[config.mk]
export PLATFORM = sky130hd
export DESIGN_NAME = alu_op_sequencer
export DESIGN_NICKNAME = d
export VERILOG_FILES = /design/src/rtl/alu_pkg.sv /design/src/rtl/alu_op_sequencer.sv
export SDC_FILE = /design/constraint.sdc
export NUM_CORES = 1
export LEC_CHECK = 0
export ABC_AREA = 1
export BUFFER_PORTS_ARGS = -buffer_cell sky130_fd_sc_hd__buf_2
export CAP_MARGIN = 20
export CORE_ASPECT_RATIO = 0.6
export CORE_MARGIN = 3
export CORE_UTILIZATION = 43
export CTS_CLUSTER_DIAMETER = 80
export CTS_CLUSTER_SIZE = 24
export DETAILED_ROUTE_END_ITERATION = 7
export MAX_ROUTING_LAYER = met4
export PLACE_DENSITY = 0.76
export RECOVER_POWER = 50
export SYNTH_ARGS = -nofsm -noshare
export SYNTH_HDL_FRONTEND = slang
export SYNTH_SLANG_ARGS = --single-unit
[constraint.sdc]
create_clock -name clk -period 1.59 [get_ports clk]
set_input_delay 0.318 -clock clk [delete_from_list [all_inputs] [get_ports clk]]
set_output_delay 0.318 -clock clk [all_outputs]
set_load 0.005 [all_outputs]
[src/rtl/alu_pkg.sv]
// Shared definitions for the ALU and its issue-side sequencer:
// op codes for both modes, mode values, flag bit positions, FSM states.
package alu_pkg;

  // Mode select
  localparam logic MODE_ARITH = 1'b0;
  localparam logic MODE_SHIFT = 1'b1;

  // Arithmetic/logic op codes (mode 0)
  localparam logic [2:0] OP_ADD = 3'd0;
  localparam logic [2:0] OP_SUB = 3'd1;
  localparam logic [2:0] OP_AND = 3'd2;
  localparam logic [2:0] OP_OR  = 3'd3;
  localparam logic [2:0] OP_XOR = 3'd4;
  localparam logic [2:0] OP_CLR = 3'd5;

  // Single-bit shift/rotate op codes (mode 1)
  localparam logic [2:0] OP_LSR = 3'd0;
  localparam logic [2:0] OP_LSL = 3'd1;
  localparam logic [2:0] OP_ASR = 3'd2;
  localparam logic [2:0] OP_ASL = 3'd3;
  localparam logic [2:0] OP_ROR = 3'd4;
  localparam logic [2:0] OP_ROL = 3'd5;

  // Codes 6 and 7 are undefined in both modes
  localparam logic [2:0] OP_FIRST_ILLEGAL = 3'd6;

  // Bit positions inside the 4-bit {N,Z,CO,V} flag vector
  localparam int unsigned FLAG_N  = 3;
  localparam int unsigned FLAG_Z  = 2;
  localparam int unsigned FLAG_CO = 1;
  localparam int unsigned FLAG_V  = 0;

  typedef enum logic [1:0] {
    ST_IDLE  = 2'd0,
    ST_EXEC  = 2'd1,
    ST_SHIFT = 2'd2,
    ST_DONE  = 2'd3
  } seq_state_e;

endpackage : alu_pkg

[src/rtl/alu_op_sequencer.sv]
// Issue-side controller for the combinational ALU. Latches one request,
// drives the ALU inputs from registers, and builds a registered response.
// Multi-bit shifts/rotates are done by re-feeding the ALU's single-bit
// shift result for 'cnt' cycles.
module alu_op_sequencer
  import alu_pkg::*;
#(
  parameter int unsigned W  = 17,
  parameter int unsigned CW = 5
) (
  input  logic          clk,
  input  logic          rst,
  // request side
  input  logic          req_valid,
  output logic          req_ready,
  input  logic          req_mode,
  input  logic [2:0]    req_op,
  input  logic [W-1:0]  req_a,
  input  logic [W-1:0]  req_b,
  input  logic [CW-1:0] req_cnt,
  // ALU input side
  output logic [W-1:0]  alu_a,
  output logic [W-1:0]  alu_b,
  output logic          alu_mode,
  output logic [2:0]    alu_op,
  // ALU output side
  input  logic [W-1:0]  alu_out,
  input  logic          alu_co,
  input  logic          alu_n,
  input  logic          alu_v,
  input  logic          alu_z,
  // response side
  output logic          rsp_valid,
  input  logic          rsp_ready,
  output logic [W-1:0]  rsp_result,
  output logic [3:0]    rsp_flags,
  output logic          rsp_err,
  output logic          busy
);

  seq_state_e    state_q;
  logic [W-1:0]  work_q;
  logic [W-1:0]  b_q;
  logic          mode_q;
  logic [2:0]    op_q;
  logic [CW-1:0] rem_q;
  logic [W-1:0]  result_q;
  logic [3:0]    flags_q;
  logic          err_q;

  // Shift results carry no ALU flags; derive N/Z from the value itself.
  function automatic logic [3:0] shift_flags(input logic [W-1:0] r);
    logic [3:0] f;
    f          = 4'b0000;
    f[FLAG_N]  = r[W-1];
    f[FLAG_Z]  = (r == '0);
    return f;
  endfunction

  // Arithmetic flags exactly as the ALU reports them, packed {N,Z,CO,V}.
  logic [3:0] alu_flags_d;
  always_comb begin
    alu_flags_d          = 4'b0000;
    alu_flags_d[FLAG_N]  = alu_n;
    alu_flags_d[FLAG_Z]  = alu_z;
    alu_flags_d[FLAG_CO] = alu_co;
    alu_flags_d[FLAG_V]  = alu_v;
  end

  // Sequencer FSM together with all datapath and response registers.
  always_ff @(posedge clk) begin
    if (rst) begin
      state_q  <= ST_IDLE;
      work_q   <= '0;
      b_q      <= '0;
      mode_q   <= 1'b0;
      op_q     <= 3'd0;
      rem_q    <= '0;
      result_q <= '0;
      flags_q  <= 4'b0000;
      err_q    <= 1'b0;
    end else begin
      case (state_q)
        ST_IDLE: begin
          if (req_valid) begin
            work_q <= req_a;
            b_q    <= req_b;
            mode_q <= req_mode;
            op_q   <= req_op;
            rem_q  <= req_cnt;
            err_q  <= 1'b0;
            if (req_op >= OP_FIRST_ILLEGAL) begin
              result_q <= '0;
              flags_q  <= 4'b0000;
              err_q    <= 1'b1;
              state_q  <= ST_DONE;
            end else if (req_mode == MODE_ARITH) begin
              state_q <= ST_EXEC;
            end else if (req_cnt == '0) begin
              // zero-count shift: answer is the operand itself
              result_q <= req_a;
              flags_q  <= shift_flags(req_a);
              state_q  <= ST_DONE;
            end else begin
              state_q <= ST_SHIFT;
            end
          end
        end
        ST_EXEC: begin
          result_q <= alu_out;
          flags_q  <= alu_flags_d;
          state_q  <= ST_DONE;
        end
        ST_SHIFT: begin
          work_q <= alu_out;
          rem_q  <= rem_q - CW'(1);
          if (rem_q == CW'(1)) begin
            result_q <= alu_out;
            flags_q  <= shift_flags(alu_out);
            state_q  <= ST_DONE;
          end
        end
        ST_DONE: begin
          if (rsp_ready) begin
            state_q <= ST_IDLE;
          end
        end
        default: state_q <= ST_IDLE;
      endcase
    end
  end

  assign req_ready  = (state_q == ST_IDLE);
  assign busy       = (state_q != ST_IDLE);
  assign rsp_valid  = (state_q == ST_DONE);
  assign rsp_result = result_q;
  assign rsp_flags  = flags_q;
  assign rsp_err    = err_q;

  assign alu_a    = work_q;
  assign alu_b    = b_q;
  assign alu_mode = mode_q;
  assign alu_op   = op_q;

endmodule : alu_op_sequencer

==> results.cfg, run 1 <==
[layout]
final_net_count = 677
fillers = 584
drive_gt1_share_pct = 33.0
multi_input_area_um2 = 1710
most-common-layout-cells = 104 x buf_2, 99 x nand2_1, 97 x nor2_1
diodes = 0
syn_to_final_growth_pct = 45.8
mostFrequentLayoutCell = buf_2
seqCellArea_um2 = 1350

[clocking]
cts_inserted_buffers = 9
cts-hold-fix-buffers = 0
clock_latency_ps = 330
htree_num_levels = 3
cts_tree = built
clk_pin_slew_ps = 50
cts_buffer_depth = 2
cts.sinks = 67
cts-root-buf = clkbuf_16

[placement]
hpwlAfterDp_mm = 7.52
port_buffers = 130
gp_congestion = 0.902

[synthesis]
yosysTopAreaCellShare_pct = 42.9
synth_warnings = 0
synth_async_sr_flop_share_pct = 0
synth_edf_count = 0
syn_area_um2 = 3130
syn_nets = 527
yosysUniqueCellTypes = 28
synth_area_leaders = dfxtp_1 43%, nor2_1 14%, nand2_1 13%, o21ai_0 6.9%, a22oi_1 3.6%
avgSynthCellArea_um2 = 6.91
ys.flop_type = dfxtp_1
synth_seq_cells = 67
yosysSeqAreaShare_pct = 42.9
synth_top_area_cell = dfxtp_1
syn_inst = 452

[worst_setup_path]
endpoint_kind = register
arrival_ps = 1790
ff2ff_setup_slack_ps = 20
critPathRequiredTime_ps = 1810
cp_slowest_stage_delay_ps = 330
worstPathCellList = inv_2, ha_4, inv_2, nor2_1, nand2_1, nand2_2, nor2_4, buf_12, clkbuf_16, nor2_2, nor2_1
cp_max_fo = 10
r2r_end = rsp_result[15]
critical_path.startpoint_type = register
reg2reg_depth = 11
crit_type = register to register
critPathTopFamily = simple AND/OR/NAND/NOR gates
timing.rr.start = state_q[0]
cp_slowest_cell = dfxtp_2
crit_buf_inv = 4

[timing]
final_hold_viol_count = 0
tightest_slew_ps = 289
period_minus_slack_ps = 1570
timing.hold.ws_ps = 239
slew_violations = 0
setup_violations = 0
fmax_ghz = 0.637
relSlewSlack_pct = 80.6
timing.final.crit_share_pct = 98.8
fin_worst_skew_ps = 7.24
rsz0062_at_grt = true

[pwr]
p_total_mw = 9.73
clkPwrFrac_pct = 21.8
ir_drop_mv = 0.846
power_switching_mw = 3.72
combPwrFrac_pct = 49.0
sw_frac_of_total_pct = 38.3
p_seq_share_pct = 29.1
internal_power_mw = 6.00
p_leak_nw = 2.15
power_density_nw_per_um2 = 2140

[drt]
viasPerCell = 5.37
vias = 3722
dr.pass1.iters = 5
drt_iter0_drc = 454
drc_errors = 0
wire_per_inst_um = 15.4
wirelength_mm = 10.7
final_antenna_net_count = 0

[global_routing]
grt.met3_usage_pct = 5.92
overflow = 0
grt_pass1_wl_mm = 16.2
use_met2_pct = 39.1
antenna_found_initial = 0
grt_busiest_layer = met2
first_global_vias = 3416
track_usage_pct = 25.2
grt_max_degree = 44
gr-usage-met1_pct = 32.5

[min_path]
holdCritPathClass = input port to register
holdPathStages = 3
hold-path-endpoint = alu_b[13]
hold_start = req_b[13]

[floorplan]
dieArea_um2 = 8360
start_util_pct = 45.6
io_pins = 131
die_w_um = 116
die_h_um = 72.0
fp.coreArea_um2 = 6850
fp-row-count = 23

[job]
cap_violations = 0

[run_status]
status = complete, no violations
-- flip-flops by register name, indices dropped and copies added (netlist names) --
register,cells
alu_op,3
rsp_flags,4
rem_q,5
alu_mode,1
rsp_result,17
state_q,2
alu_a,17
alu_b,17
rsp_err,1
-- final cells by class --
cell class | instances | share of cell area, %
clock buffers | 10 | 5.25
clock inverters | 5 | 1.70
inverters | 17 | 1.46
multi-input cells | 342 | 37.6
flip-flops and latches | 67 | 29.6
well taps | 87 | 2.39
repair buffers | 165 | 22.0
-- layer usage --
metal	up-vias	part of all wire, %
met5	-	0
li1	1782	-
met1	1713	43
met3	27	8.6
met4	0	2.1
met2	200	46
-- worst min-delay path, cell delays in order --
cell and delay (ps):
buf_2 70, o21ai_0 70, nor2_1 80
-- logic make-up after synthesis --
group	synth area share (%)
AO/OA/AOI/OAI	17.7
XOR/XNOR	0.841
adder cells (fa/ha/maj)	2.80
buffers and inverters	6.04
flip-flops	42.9
AND/OR/NAND/NOR	29.7
-- Yosys cell counts, types with 2 or more instances --
master,number
xnor2_1,2
a31oi_1,17
buf_6,2
buf_2,4
buf_1,2
o21ai_0,43
inv_1,14
nand3_1,12
buf_4,2
or2_2,2
dfxtp_1,67
nor2_1,113
a22oi_1,15
nand2_1,105
ha_1,7
a211oi_1,3
inv_2,3
o21bai_1,3
clkbuf_1,16
a21oi_1,12
-- metrics by stage --
step | instances | setup slack, ps | util, % | setup TNS, ps | cell area [µm²]
after floorplan | 452 | 6.11 | - | 0 | 3140
after global placement | 669 | 72.5 | 58.6 | 0 | 4020
after detailed placement | 669 | -4.90 | 58.6 | -4.90 | 4020
after CTS | 684 | 17.0 | 63.6 | 0 | 4350
after global routing | 693 | -46.8 | 66.5 | -752 | 4560
final | 693 | 19.7 | 66.5 | 0 | 4560
-- how the worst max path moves through the flow --
stage | cells past startpoint | to | slack (ps) | start
after floorplan | 10 | rsp_flags[3] | 6 | state_q[0]
after global placement | 10 | rsp_flags[2] | 70 | state_q[1]
after detailed placement | 8 | rem_q[4] | -5 | state_q[0]
after CTS | 5 | busy | 20 | state_q[1]
after global routing | 12 | rsp_result[16] | -50 | state_q[0]
final | 11 | rsp_result[15] | 20 | state_q[0]
-- power groups by stage --
| stage | sequential, mW | combinational (mW) | clock (mW) |
|---|---|---|---|
| floorplan | 2.81 | 2.30 | 0 |
| global placement | 2.74 | 3.94 | 0 |
| detailed placement | 2.77 | 4.07 | 0 |
| CTS | 2.76 | 4.16 | 2.13 |
| global route | 2.91 | 5.24 | 2.20 |
| finish | 2.83 | 4.77 | 2.12 |
-- timing repair --
action	4_1_cts	5_1_grt
resized for setup	5	38
gates cloned	0	4
pin swaps	0	5
setup buffers	0	5
endpoints found under the setup margin	17	29
(Power assumes the default switching activity.)
==> run 2: changes to the inputs <==
--- a/config.mk
+++ b/config.mk
@@ -6,7 +6,7 @@
 export NUM_CORES = 1
 export LEC_CHECK = 0
 export ABC_AREA = 1
-export BUFFER_PORTS_ARGS = -buffer_cell sky130_fd_sc_hd__buf_2
+export BUFFER_PORTS_ARGS = -buffer_cell sky130_fd_sc_hd__buf_4
 export CAP_MARGIN = 20
 export CORE_ASPECT_RATIO = 0.6
 export CORE_MARGIN = 3
==> constraint.sdc (replaced) <==
create_clock -name clk -period 1.59 [get_ports clk]
set_input_delay 0.0795 -clock clk [delete_from_list [all_inputs] [get_ports clk]]
set_output_delay 0.0795 -clock clk [all_outputs]
set_load 0.005 [all_outputs]
==> results.cfg, run 2 (synthesized netlist as in run 1, its figures left out) <==
[worst_setup_path]
critPathRequiredTime_ps = 1810
ff2ff_setup_slack_ps = -40
timing.rr.start = state_q[1]
cp_max_fo = 10
crit_type = register to register
worstPathCellList = inv_2, ha_4, inv_4, or2_4, nand3_4, nor2_4, buf_6, buf_16, nor2_1, nor2_2
cp_slowest_stage_delay_ps = 330
r2r_end = rsp_result[2]
critical_path.startpoint_type = register
reg2reg_depth = 10
arrival_ps = 1850
endpoint_kind = register
cp_slowest_cell = dfxtp_2

[pwr]
ir_drop_mv = 0.949
p_leak_nw = 2.31
combPwrFrac_pct = 53.4
sw_frac_of_total_pct = 38.6
internal_power_mw = 6.29
p_seq_share_pct = 27.8
power_switching_mw = 3.96
power_density_nw_per_um2 = 2060
clkPwrFrac_pct = 18.8
p_total_mw = 10.2

[global_routing]
antenna_found_initial = 0
grt_pass1_wl_mm = 17.0
first_global_vias = 3493
track_usage_pct = 26.6
overflow = 0
grt_max_degree = 31

[clocking]
cts-root-buf = clkbuf_16
cts.sinks = 67
clock_latency_ps = 330
htree_num_levels = 3
cts_inserted_buffers = 9
cts_buffer_depth = 2
cts_tree = built
clk_pin_slew_ps = 50

[floorplan]
start_util_pct = 45.6
dieArea_um2 = 8360
fp-row-count = 23
fp.coreArea_um2 = 6850
die_w_um = 116
die_h_um = 72.0
io_pins = 131

[timing]
tightest_slew_ps = 454
timing.final.crit_share_pct = 102
fin_worst_skew_ps = 4.46
relSlewSlack_pct = 69.7
final_hold_viol_count = 0
rsz0062_at_grt = true
slew_violations = 0
fmax_ghz = 0.615
setup_violations = 2
fin_ws_ps = -35.6
period_minus_slack_ps = 1630

[drt]
drt_iter0_drc = 453
vias = 3757
wire_per_inst_um = 16.3
final_antenna_net_count = 0
drc_errors = 0
wirelength_mm = 11.4
dr.pass1.iters = 5
viasPerCell = 5.38

[layout]
final_net_count = 681
drive_gt1_share_pct = 37.3
final_util_pct = 72.6
most-common-layout-cells = 100 x buf_4, 93 x nor2_1, 92 x nand2_1
mostFrequentLayoutCell = buf_4
diodes = 0
syn_to_final_growth_pct = 59.0

[min_path]
holdPathStages = 3
hold-path-endpoint = alu_b[8]
hold_start = req_b[8]
holdCritPathClass = input port to register

[placement]
hpwlAfterDp_mm = 7.66
gp_congestion = 0.885
port_buffers = 130

[run_status]
status = finished, violations left
violations = setup timing

[job]
cap_violations = 0
run 2: cell types whose count changed in the layout (fill, tap and decap cells not counted), moves of 3 or more:
cell / delta
buf_4: +75
nor2_1: -4
buf_2: -103
nand2_1: -7
dlygate4sd3_1: +4
clkbuf_1: -17
clkbuf_4: +46
nand2_2: +5
clkbuf_8: +3
nor2_4: +7
nor2_2: -3
buf_6: +3
run 2: through the flow:
| step | hold slack (ps) | cell area (µm²) | cells | worst slack, ps | TNS (ps) |
|---|---|---|---|---|---|
| floorplan | 149 | 3140 | 452 | 6.11 | 0 |
| global placement | 315 | 4310 | 665 | 99.1 | 0 |
| detailed placement | 327 | 4310 | 665 | -13.7 | -31.2 |
| CTS | 5.35 | 4740 | 689 | -1.57 | -1.57 |
| global route | 10.4 | 4970 | 698 | -98.5 | -1320 |
| finish | 9.93 | 4970 | 698 | -35.6 | -37.8 |
run 2: timing repair:
item,4_1_cts,5_1_grt
cloned,2,4
setup endpoints to repair,13,35
pin swaps,0,12
buffers inserted,2,6
endpoints found under the hold margin,9,0
hold buffers,4,0
gates resized for setup,9,55
run 2: critical path, delay by kind of cell (launching register included):
kind / cells / cell delay [ps]
and+or+nand+nor: 5 / 580
buffers and inverters: 4 / 420
DFF: 1 / 330
adders and majority gates: 1 / 190
run 2: area by class of cell:
class                   instances  area, µm²
flip-flops and latches         67       1350
clock inverters                 1       5.00
repair buffers                169       1390
fillers                       552       1880
clock buffers                  15        288
well taps                      87        109
inverters                      17       66.3
multi-input cells             342       1770
run 2: power groups by stage:
stage                     Combinational (mW)  Sequential, mW  Clock (mW)
final                                   5.47            2.85        1.93
after global routing                    5.94            2.92        2.03
after CTS                               4.79            2.78        1.95
after detailed placement                4.38            2.79           0
after global placement                  4.25            2.77           0
after floorplan                         2.30            2.81           0
run 2: how the worst max path moves through the flow:
stage | start | to | slack, ps | depth (start not counted)
after floorplan | state_q[0] | rsp_flags[3] | 6 | 10
after global placement | state_q[0] | rsp_result[13] | 100 | 10
after detailed placement | state_q[0] | rsp_flags[3] | -10 | 10
after CTS | state_q[1] | rsp_result[6] | -2 | 11
after global routing | state_q[0] | rsp_result[2] | -100 | 10
final | state_q[1] | rsp_result[2] | -40 | 10
run 2: metal layers:
layer / wire length, µm / GRT usage (%) / vias up
met4: 181 / 8.11 / 0
met5: 0 / - / -
met2: 5220 / 39.7 / 203
li1: - / - / 1784
met3: 1060 / 8.08 / 23
met1: 4940 / 34.8 / 1747
